`src/rtl/mii_rx_frame_ctrl.sv`:
```
// MII receive frame controller: takes assembled bytes plus the raw mii_en
// envelope, strips preamble/SFD, forwards payload bytes with sof/eof/err
// marks and a frame length, and keeps good/bad frame counters.
module mii_rx_frame_ctrl #(
  parameter int PRE_MIN = 2,
  parameter int MIN_LEN = 64,
  parameter int MAX_LEN = 1518
) (
  input  logic        mii_clk,
  input  logic        reset_n,
  input  logic        mii_en,
  input  logic        byte_rdy,
  input  logic [7:0]  byte_d,
  output logic        asm_clr,
  output logic        out_valid,
  output logic [7:0]  out_data,
  output logic        out_sof,
  output logic        out_eof,
  output logic        out_err,
  output logic [10:0] frame_len,
  output logic [15:0] good_cnt,
  output logic [15:0] bad_cnt
);

  typedef enum logic [1:0] {
    IDLE,
    PRE,
    PAY,
    DRAIN
  } state_t;

  localparam logic [10:0] MaxLen = 11'(MAX_LEN);
  localparam logic [10:0] MinLen = 11'(MIN_LEN);
  localparam logic [31:0] PreMin = 32'(PRE_MIN);

  state_t      state_q;
  logic        en_q;
  logic [2:0]  preCnt_q;
  logic [10:0] len_q;
  logic [7:0]  holdData_q;
  logic        holdFull_q;
  logic        first_q;

  logic        frameStart;
  logic        endCond;
  logic        preambleOk;
  logic        lenShort;

  // Frame boundaries: a frame only opens on a fresh rising edge of mii_en,
  // and closes when the envelope is low with no byte arriving alongside it.
  assign frameStart = mii_en & ~en_q;
  assign endCond    = ~mii_en & ~byte_rdy;
  assign preambleOk = {29'd0, preCnt_q} >= PreMin;
  assign lenShort   = len_q < MinLen;

  // Whole receive FSM with registered outputs. Payload bytes go through a
  // one-byte hold register so the last byte can be tagged with eof once the
  // end of the envelope is seen.
  always_ff @(posedge mii_clk or negedge reset_n) begin
    if (!reset_n) begin
      state_q    <= IDLE;
      en_q       <= 1'b1;
      preCnt_q   <= '0;
      len_q      <= '0;
      holdData_q <= '0;
      holdFull_q <= 1'b0;
      first_q    <= 1'b0;
      asm_clr    <= 1'b1;
      out_valid  <= 1'b0;
      out_data   <= '0;
      out_sof    <= 1'b0;
      out_eof    <= 1'b0;
      out_err    <= 1'b0;
      frame_len  <= '0;
      good_cnt   <= '0;
      bad_cnt    <= '0;
    end else begin
      en_q      <= mii_en;
      out_valid <= 1'b0;
      out_sof   <= 1'b0;
      out_eof   <= 1'b0;
      out_err   <= 1'b0;
      case (state_q)
        IDLE: begin
          asm_clr <= 1'b0;
          if (frameStart) begin
            preCnt_q <= '0;
            state_q  <= PRE;
          end
        end
        PRE: begin
          if (byte_rdy) begin
            if (byte_d == 8'h55) begin
              if (preCnt_q != 3'd7) preCnt_q <= preCnt_q + 3'd1;
            end else if (byte_d == 8'hD5 && preambleOk) begin
              len_q      <= '0;
              first_q    <= 1'b1;
              holdFull_q <= 1'b0;
              state_q    <= PAY;
            end else begin
              bad_cnt <= bad_cnt + 16'd1;
              asm_clr <= 1'b1;
              state_q <= DRAIN;
            end
          end else if (endCond) begin
            state_q <= IDLE;
          end
        end
        PAY: begin
          if (byte_rdy) begin
            if (len_q == MaxLen) begin
              out_valid  <= 1'b1;
              out_data   <= holdData_q;
              out_sof    <= first_q;
              out_eof    <= 1'b1;
              out_err    <= 1'b1;
              frame_len  <= MaxLen;
              first_q    <= 1'b0;
              holdFull_q <= 1'b0;
              bad_cnt    <= bad_cnt + 16'd1;
              asm_clr    <= 1'b1;
              state_q    <= DRAIN;
            end else begin
              if (holdFull_q) begin
                out_valid <= 1'b1;
                out_data  <= holdData_q;
                out_sof   <= first_q;
                first_q   <= 1'b0;
              end
              holdData_q <= byte_d;
              holdFull_q <= 1'b1;
              len_q      <= len_q + 11'd1;
            end
          end else if (endCond) begin
            if (holdFull_q) begin
              out_valid <= 1'b1;
              out_data  <= holdData_q;
              out_sof   <= first_q;
              out_eof   <= 1'b1;
              out_err   <= lenShort;
              frame_len <= len_q;
              first_q   <= 1'b0;
              if (lenShort) bad_cnt  <= bad_cnt + 16'd1;
              else          good_cnt <= good_cnt + 16'd1;
            end else begin
              bad_cnt <= bad_cnt + 16'd1;
            end
            holdFull_q <= 1'b0;
            state_q    <= IDLE;
          end
        end
        DRAIN: begin
          asm_clr <= 1'b1;
          if (!mii_en) begin
            asm_clr <= 1'b0;
            state_q <= IDLE;
          end
        end
        default: state_q <= IDLE;
      endcase
    end
  end

endmodule
```
`config.mk`:
```
export PLATFORM = sky130hd
export DESIGN_NAME = mii_rx_frame_ctrl
export DESIGN_NICKNAME = d
export VERILOG_FILES = /design/src/rtl/mii_rx_frame_ctrl.sv
export SDC_FILE = /design/constraint.sdc
export NUM_CORES = 1
export LEC_CHECK = 0
export BUFFER_PORTS_ARGS = -buffer_cell sky130_fd_sc_hd__buf_2
export CORE_MARGIN = 5
export CORE_UTILIZATION = 56
export DETAILED_ROUTE_END_ITERATION = 8
export PLACE_DENSITY = 0.91
export SYNTH_ARGS = -nofsm -noshare
export SYNTH_HDL_FRONTEND = slang
export SYNTH_SLANG_ARGS = --single-unit
```
`constraint.sdc`:
```
create_clock -name mii_clk -period 2.6 [get_ports mii_clk]
set_input_delay 0.13 -clock mii_clk [delete_from_list [all_inputs] [get_ports mii_clk]]
set_output_delay 0.13 -clock mii_clk [all_outputs]
set_load 0.005 [all_outputs]
```
; ---- Word-level counts from Yosys, hierarchy flattened
; Index checks and enable logic that the tools add are counted.
[word_totals]
regBits = 83
in_bits = 12
out_inout_bits = 56
elab_cells = 144
[op_classes]
order_cmp = 2
bitwise = 7
n_eq_ne = 23
n_reduce_logical = 16
mux = 76
add_sub_neg = 4
[op_table]
columns = operator, count
row1 = 2-to-1 mux 16 bit, 8
row2 = 2-to-1 mux 11 bit, 9
row3 = 2-to-1 mux 1 bit, 37
row4 = adder 16 x 1 -> 16 bit (second input constant), 2
row5 = 2-to-1 mux 8 bit, 4
row6 = one-hot mux 16 bit (2 select lines), 1
row7 = != test 2 bit (second input constant), 11
row8 = one-hot mux 11 bit (2 select lines), 1
row9 = AND reduction 5 bit, 4
row10 = 2-to-1 mux 2 bit, 7
row11 = 2-to-1 mux 3 bit, 4
row12 = != test 3 bit (second input constant), 4
row13 = adder 11 x 1 -> 11 bit (second input constant), 1
row14 = equality test 11 bit (second input constant), 1
row15 = < comparator 11 x 7 -> 1 bit (second input constant), 1
row16 = equality test 8 x 7 -> 1 bit (second input constant), 1
row17 = equality test 8 bit (second input constant), 1
row18 = one-hot mux 2 bit (4 select lines), 1
row19 = AND reduction 4 bit, 2
row20 = nonzero test 2 bit, 4
row21 = AND reduction 7 bit, 1
row22 = one-hot mux 3 bit (2 select lines), 1
row23 = AND reduction 6 bit, 1
row24 = NOT 1 bit, 5
row25 = other kinds (13), 16

; ---- Logic depth before layout (Yosys ltp)
[depth]
word_depth = 6
mapped_depth = 9
depth_no_buf = 7

; ---- Least setup slack after synthesis
; Ideal clock, no wire load.
[synth_path]
path_type = register to register
startpoint = register len_q[7]
endpoint = register bad_cnt[1]
period_less_slack_ns = 2.195
stages_incl_launch_ff = 6
path_buffers = 0
setup_ns = 0.128
t_required_ns = 2.472
arrival_ns = 2.068
setup_slack_ns = 0.405
cell_sequence = dfrtp_1 or4_4 o21a_1 a311o_2 nor2_1 mux2_1
[synth_via]
elab_chain_len = 3
elab_cells_between_ends = 5
cone_classes = order compare: 1 / eq/ne: 3 / reduce/logical: 1
[synth_lines]
columns = item, line_no
row1 = "start, declared", 39  ; logic [10:0] len_q;
row2 = "start signal, assigned", 132  ; len_q <= len_q + 11'd1;
row3 = < comparator 11 x 7 -> 1 bit or equality test 11 bit (tied branches), "54, 111"
row4 = != test 4 bit (no line) or != test 3 bit (tied branches), --
row5 = AND reduction 7 bit (no line) (*), --
row6 = "end signal, assigned", 101  ; bad_cnt <= bad_cnt + 16'd1;
row7 = "end signal, assigned", 120  ; bad_cnt <= bad_cnt + 16'd1;
row8 = "end signal, assigned", 143  ; if (lenShort) bad_cnt <= bad_cnt + 16'd1;
row9 = "end, declared", 22  ; output logic [15:0] bad_cnt
; Mark *: on every way between the ends. The rest lies on a longest branch, timed or not.
; A chain may end at the register's enable or synchronous reset.

; ---- Worst setup path in the final report
; Ends and elaborated chain as after synthesis.

==> impl_metrics.prom <==
# TYPE chip_impl_metric gauge
chip_impl_metric{name="syn-instance-count",unit=""} 375
chip_impl_metric{name="synthDominantCellAreaShare",unit=""} 0.495
chip_impl_info{name="rsz_0062_raised_after_global_routing",value="false"} 1
chip_impl_metric{name="post-cts-setup-buffers",unit=""} 0
chip_impl_metric{name="path_clk_slew",unit="ps"} 90
chip_impl_metric{name="seqCellArea",unit="sq um"} 2080
chip_impl_metric{name="largest_net_degree_at_the_start_of_global_routing",unit=""} 84
chip_impl_metric{name="total_area_of_multi_input_combinational_cells",unit="sq um"} 1920
chip_impl_info{name="critical_path.reg2reg.endpoint",value="bad_cnt[1]"} 1
chip_impl_metric{name="die_area",unit="sq um"} 9120
chip_impl_metric{name="worstMarginPinSlew",unit="ps"} 1020
chip_impl_metric{name="synthesis.yosys.warnings",unit=""} 0
chip_impl_metric{name="layout-drive-gt1-share",unit=""} 0.281
chip_impl_info{name="min_to",value="holdData_q[3]"} 1
chip_impl_metric{name="power_density",unit="nW/um^2"} 816
chip_impl_info{name="run_status",value="finished clean"} 1
chip_impl_metric{name="effective_utilization_at_floorplan",unit=""} 0.571
chip_impl_info{name="cts_tree",value="done"} 1
chip_impl_info{name="worstSetupPathType",value="flop to flop"} 1
chip_impl_metric{name="tns",unit="ps"} 0
chip_impl_metric{name="max-vdd-ir-drop",unit="V"} 0.000477
chip_impl_metric{name="met2_wirelength",unit="microns"} 4810
chip_impl_metric{name="ctsLongestPathBuffers",unit=""} 2
chip_impl_metric{name="drv_cap",unit=""} 0
chip_impl_metric{name="route.layer.met1.wl",unit="microns"} 4160
chip_impl_metric{name="reg2reg_slack",unit="ps"} 220
chip_impl_metric{name="hold_viol_final",unit=""} 0
chip_impl_metric{name="detail_route.first_pass.iterations",unit=""} 4
chip_impl_info{name="most_frequent_cell_after_synthesis",value="dfrtp_1"} 1
chip_impl_metric{name="chipWidth",unit="microns"} 95.5
chip_impl_info{name="hold_path_startpoint",value="byte_d[3]"} 1
chip_impl_metric{name="syn_avg_cell_area",unit="sq um"} 10.9
chip_impl_metric{name="fill_count",unit=""} 516
chip_impl_info{name="dominantRegCellSynth",value="dfrtp_1"} 1
chip_impl_metric{name="delay_of_the_slowest_cell_on_the_worst_path",unit="ps"} 570
chip_impl_info{name="start_kind",value="flop"} 1
chip_impl_info{name="synth.top_cells.by_count",value="dfrtp_1, nand2_1, xor2_1"} 1
chip_impl_metric{name="postLayoutCoreUtil",unit=""} 0.673
chip_impl_metric{name="grt_pass1_wl",unit="microns"} 16000
chip_impl_info{name="cts.root.buffer_cell",value="clkbuf_8"} 1
chip_impl_metric{name="crit_share_post_route",unit=""} 0.916
chip_impl_metric{name="synthesis.area",unit="sq um"} 4090
chip_impl_metric{name="register_bit_count_reported_by_yosys",unit=""} 83
chip_impl_metric{name="route.final.wire_length",unit="microns"} 9630
chip_impl_metric{name="fp.dieH",unit="microns"} 95.5
chip_impl_metric{name="dr_total_vias",unit=""} 3252
chip_impl_info{name="highest_metal_layer_with_signal_wires",value="met4"} 1
chip_impl_metric{name="io-pin-count",unit=""} 68
chip_impl_info{name="crit_path_cell_trace",value="or4_4 > o21a_1 > a311o_2 > nor2_1 > mux2_1"} 1
chip_impl_metric{name="cts_sinks",unit=""} 83
chip_impl_metric{name="static-leakage-power",unit="nW"} 2.49
chip_impl_metric{name="crit_path_max_fanout",unit=""} 11
chip_impl_metric{name="cts-buffers-inserted",unit=""} 9
chip_impl_metric{name="slew_viols_final",unit=""} 0
chip_impl_metric{name="critical_path_arrival",unit="ps"} 2620
chip_impl_metric{name="synth_edf_count",unit=""} 0
chip_impl_info{name="synthTopCellsByArea",value="dfrtp_1, xor2_1, mux2_2"} 1
chip_impl_metric{name="final_nets",unit=""} 474
chip_impl_metric{name="worst-endpoint-required",unit="ps"} 2840
chip_impl_info{name="netlist.top_cell.by_area",value="dfrtp_1"} 1
chip_impl_metric{name="antenna_left",unit=""} 0
chip_impl_metric{name="syn_nets",unit=""} 398
chip_impl_metric{name="rows",unit=""} 31
chip_impl_metric{name="clkLatencyLatePin",unit="ps"} 360
chip_impl_metric{name="gpl.final_weighted_congestion",unit=""} 0.873
chip_impl_metric{name="antenna_cells",unit=""} 0
chip_impl_metric{name="dp.final_hpwl",unit="microns"} 6370
chip_impl_metric{name="routed-wl-met3",unit="microns"} 479
chip_impl_metric{name="detail_route.drc_violations",unit=""} 0
chip_impl_metric{name="coreArea",unit="sq um"} 7180
chip_impl_metric{name="gr-total-overflow",unit=""} 0
chip_impl_metric{name="antenna_violations_before_repair",unit=""} 0
chip_impl_info{name="hold_class",value="input port to flop"} 1
chip_impl_info{name="worst_setup_path_end_kind",value="flop"} 1
chip_impl_metric{name="routed_wire_length_per_instance",unit="microns"} 17.3
chip_impl_metric{name="grt_util_all_layers",unit=""} 0.227
chip_impl_metric{name="finalCriticalPeriod",unit="ps"} 2380
chip_impl_metric{name="setup_viol_count_final",unit=""} 0
chip_impl_info{name="critical_path.slowest_cell",value="or4_4"} 1
chip_impl_metric{name="synth-seq-area-share",unit=""} 0.508
chip_impl_metric{name="place.port_buffers",unit=""} 67
chip_impl_metric{name="first_global_vias",unit=""} 3327
chip_impl_metric{name="area_growth_from_synthesis_to_layout",unit="%"} 17.9
chip_impl_metric{name="holdPathStages",unit=""} 2
chip_impl_metric{name="worst-r2r-cell-count",unit=""} 5
chip_impl_metric{name="synthArstFlopShare",unit=""} 1.00
chip_impl_metric{name="cts_htree_levels",unit=""} 3
chip_impl_metric{name="yosysUniqueCellTypes",unit=""} 55
chip_impl_metric{name="slew_headroom",unit=""} 0.323
chip_impl_metric{name="fmax",unit="MHz"} 420
chip_impl_metric{name="first_iter_violations",unit=""} 274
chip_impl_metric{name="finalClockSkew",unit="ps"} 11.9
chip_impl_info{name="r2r-start",value="len_q[7]"} 1
chip_impl_metric{name="via_per_inst",unit=""} 5.86
==> cell families (layout without fill, tap and decap cells) <==
logic type	count (synthesis)	count (layout)	share of synthesized area
AOI/OAI and AO/OA	52	52	0.0840
xor gates and xnor gates	30	30	0.0642
adders and majority gates	11	11	0.0336
buffers and inverters	23	104	0.0232
DFF	83	83	0.508
muxes	24	24	0.0648
and+or+nand+nor	152	152	0.222
==> per-layer routing <==
| layer | track usage | vias to the layer above |
|---|---|---|
| met2 | 0.379 | 116 |
| met4 | 0.0936 | 0 |
| met5 | 0 | - |
| met1 | 0.286 | 1606 |
| li1 | - | 1510 |
| met3 | 0.0474 | 20 |
==> how the worst max path moves through the flow <==
stage             start          to  slack (ps)  cells after the start
5_1_grt        len_q[6]  bad_cnt[2]         130                      6
2_1_floorplan  len_q[7]  bad_cnt[1]         400                      5
6_report       len_q[7]  bad_cnt[1]         220                      5
3_5_place_dp   len_q[7]  bad_cnt[1]         230                      5
4_1_cts        len_q[7]  bad_cnt[1]         210                      5
3_3_place_gp   len_q[7]  bad_cnt[1]         280                      5
==> state kept, by name (all words and copies together) (netlist names), 2 cells and up <==
name        count
bad_cnt        16
good_cnt       16
frame_len      11
len_q          11
holdData_q      8
out_data        8
preCnt_q        3
state_q         2
==> layout make-up <==
class / instances / share of cell area
clock inverter: 5 / 0.0176
clock buffer: 11 / 0.0314
inverter: 10 / 0.00778
sequential: 83 / 0.431
timing repair buffer: 78 / 0.0882
multi-input combinational: 269 / 0.398
tap: 99 / 0.0257
==> cell usage in the layout (no fill, tap or decap), types with 4 or more instances in the layout <==
cell	count
dfrtp_1	81
buf_2	66
nand2_1	39
xor2_1	22
nor2_1	21
and3_1	19
nand4_1	14
mux2_2	13
nand3_1	12
ha_1	11
clkbuf_8	11
o21ai_1	10
buf_4	10
inv_1	8
xnor2_1	8
o21ai_0	7
mux2_1	7
a21oi_1	7
nor3_2	6
and4_1	5
and2_1	4
nor4_1	4
a211o_1	4
nor4_2	4
mux2i_1	4
==> worst max-delay path: cells and delay by family, from the launching register on <==
kind | cells | cell delay, ps
mux | 1 | 340
compound gates | 2 | 700
flops | 1 | 450
simple gates | 2 | 770
==> report_power, final <==
part	leakage, nW	switching (mW)	internal, mW
combinational	1.26	0.667	0.468
sequential	1.12	0.189	1.53
clock	0.116	0.488	0.597
total	2.49	1.34	2.59
==> stage by stage <==
stage	std cells	total power, mW	cell area (sq um)	hold WS [ps]	setup WS [ps]
after floorplan	375	2.44	4090	-166	405
after global placement	537	2.78	4570	308	278
after detailed placement	537	2.86	4570	312	229
after CTS	555	3.94	4830	13.4	205
after global routing	555	4.15	4830	25.6	135
final	555	3.94	4830	30.9	218
==> repair_timing <==
item | 4_1_cts | 5_1_grt
setup endpoints to repair | 0 | 0
endpoints found under the hold margin | 82 | 0
resized for setup | 0 | 0
hold buffers | 2 | 0
Power figures use the tool's default switching activity.
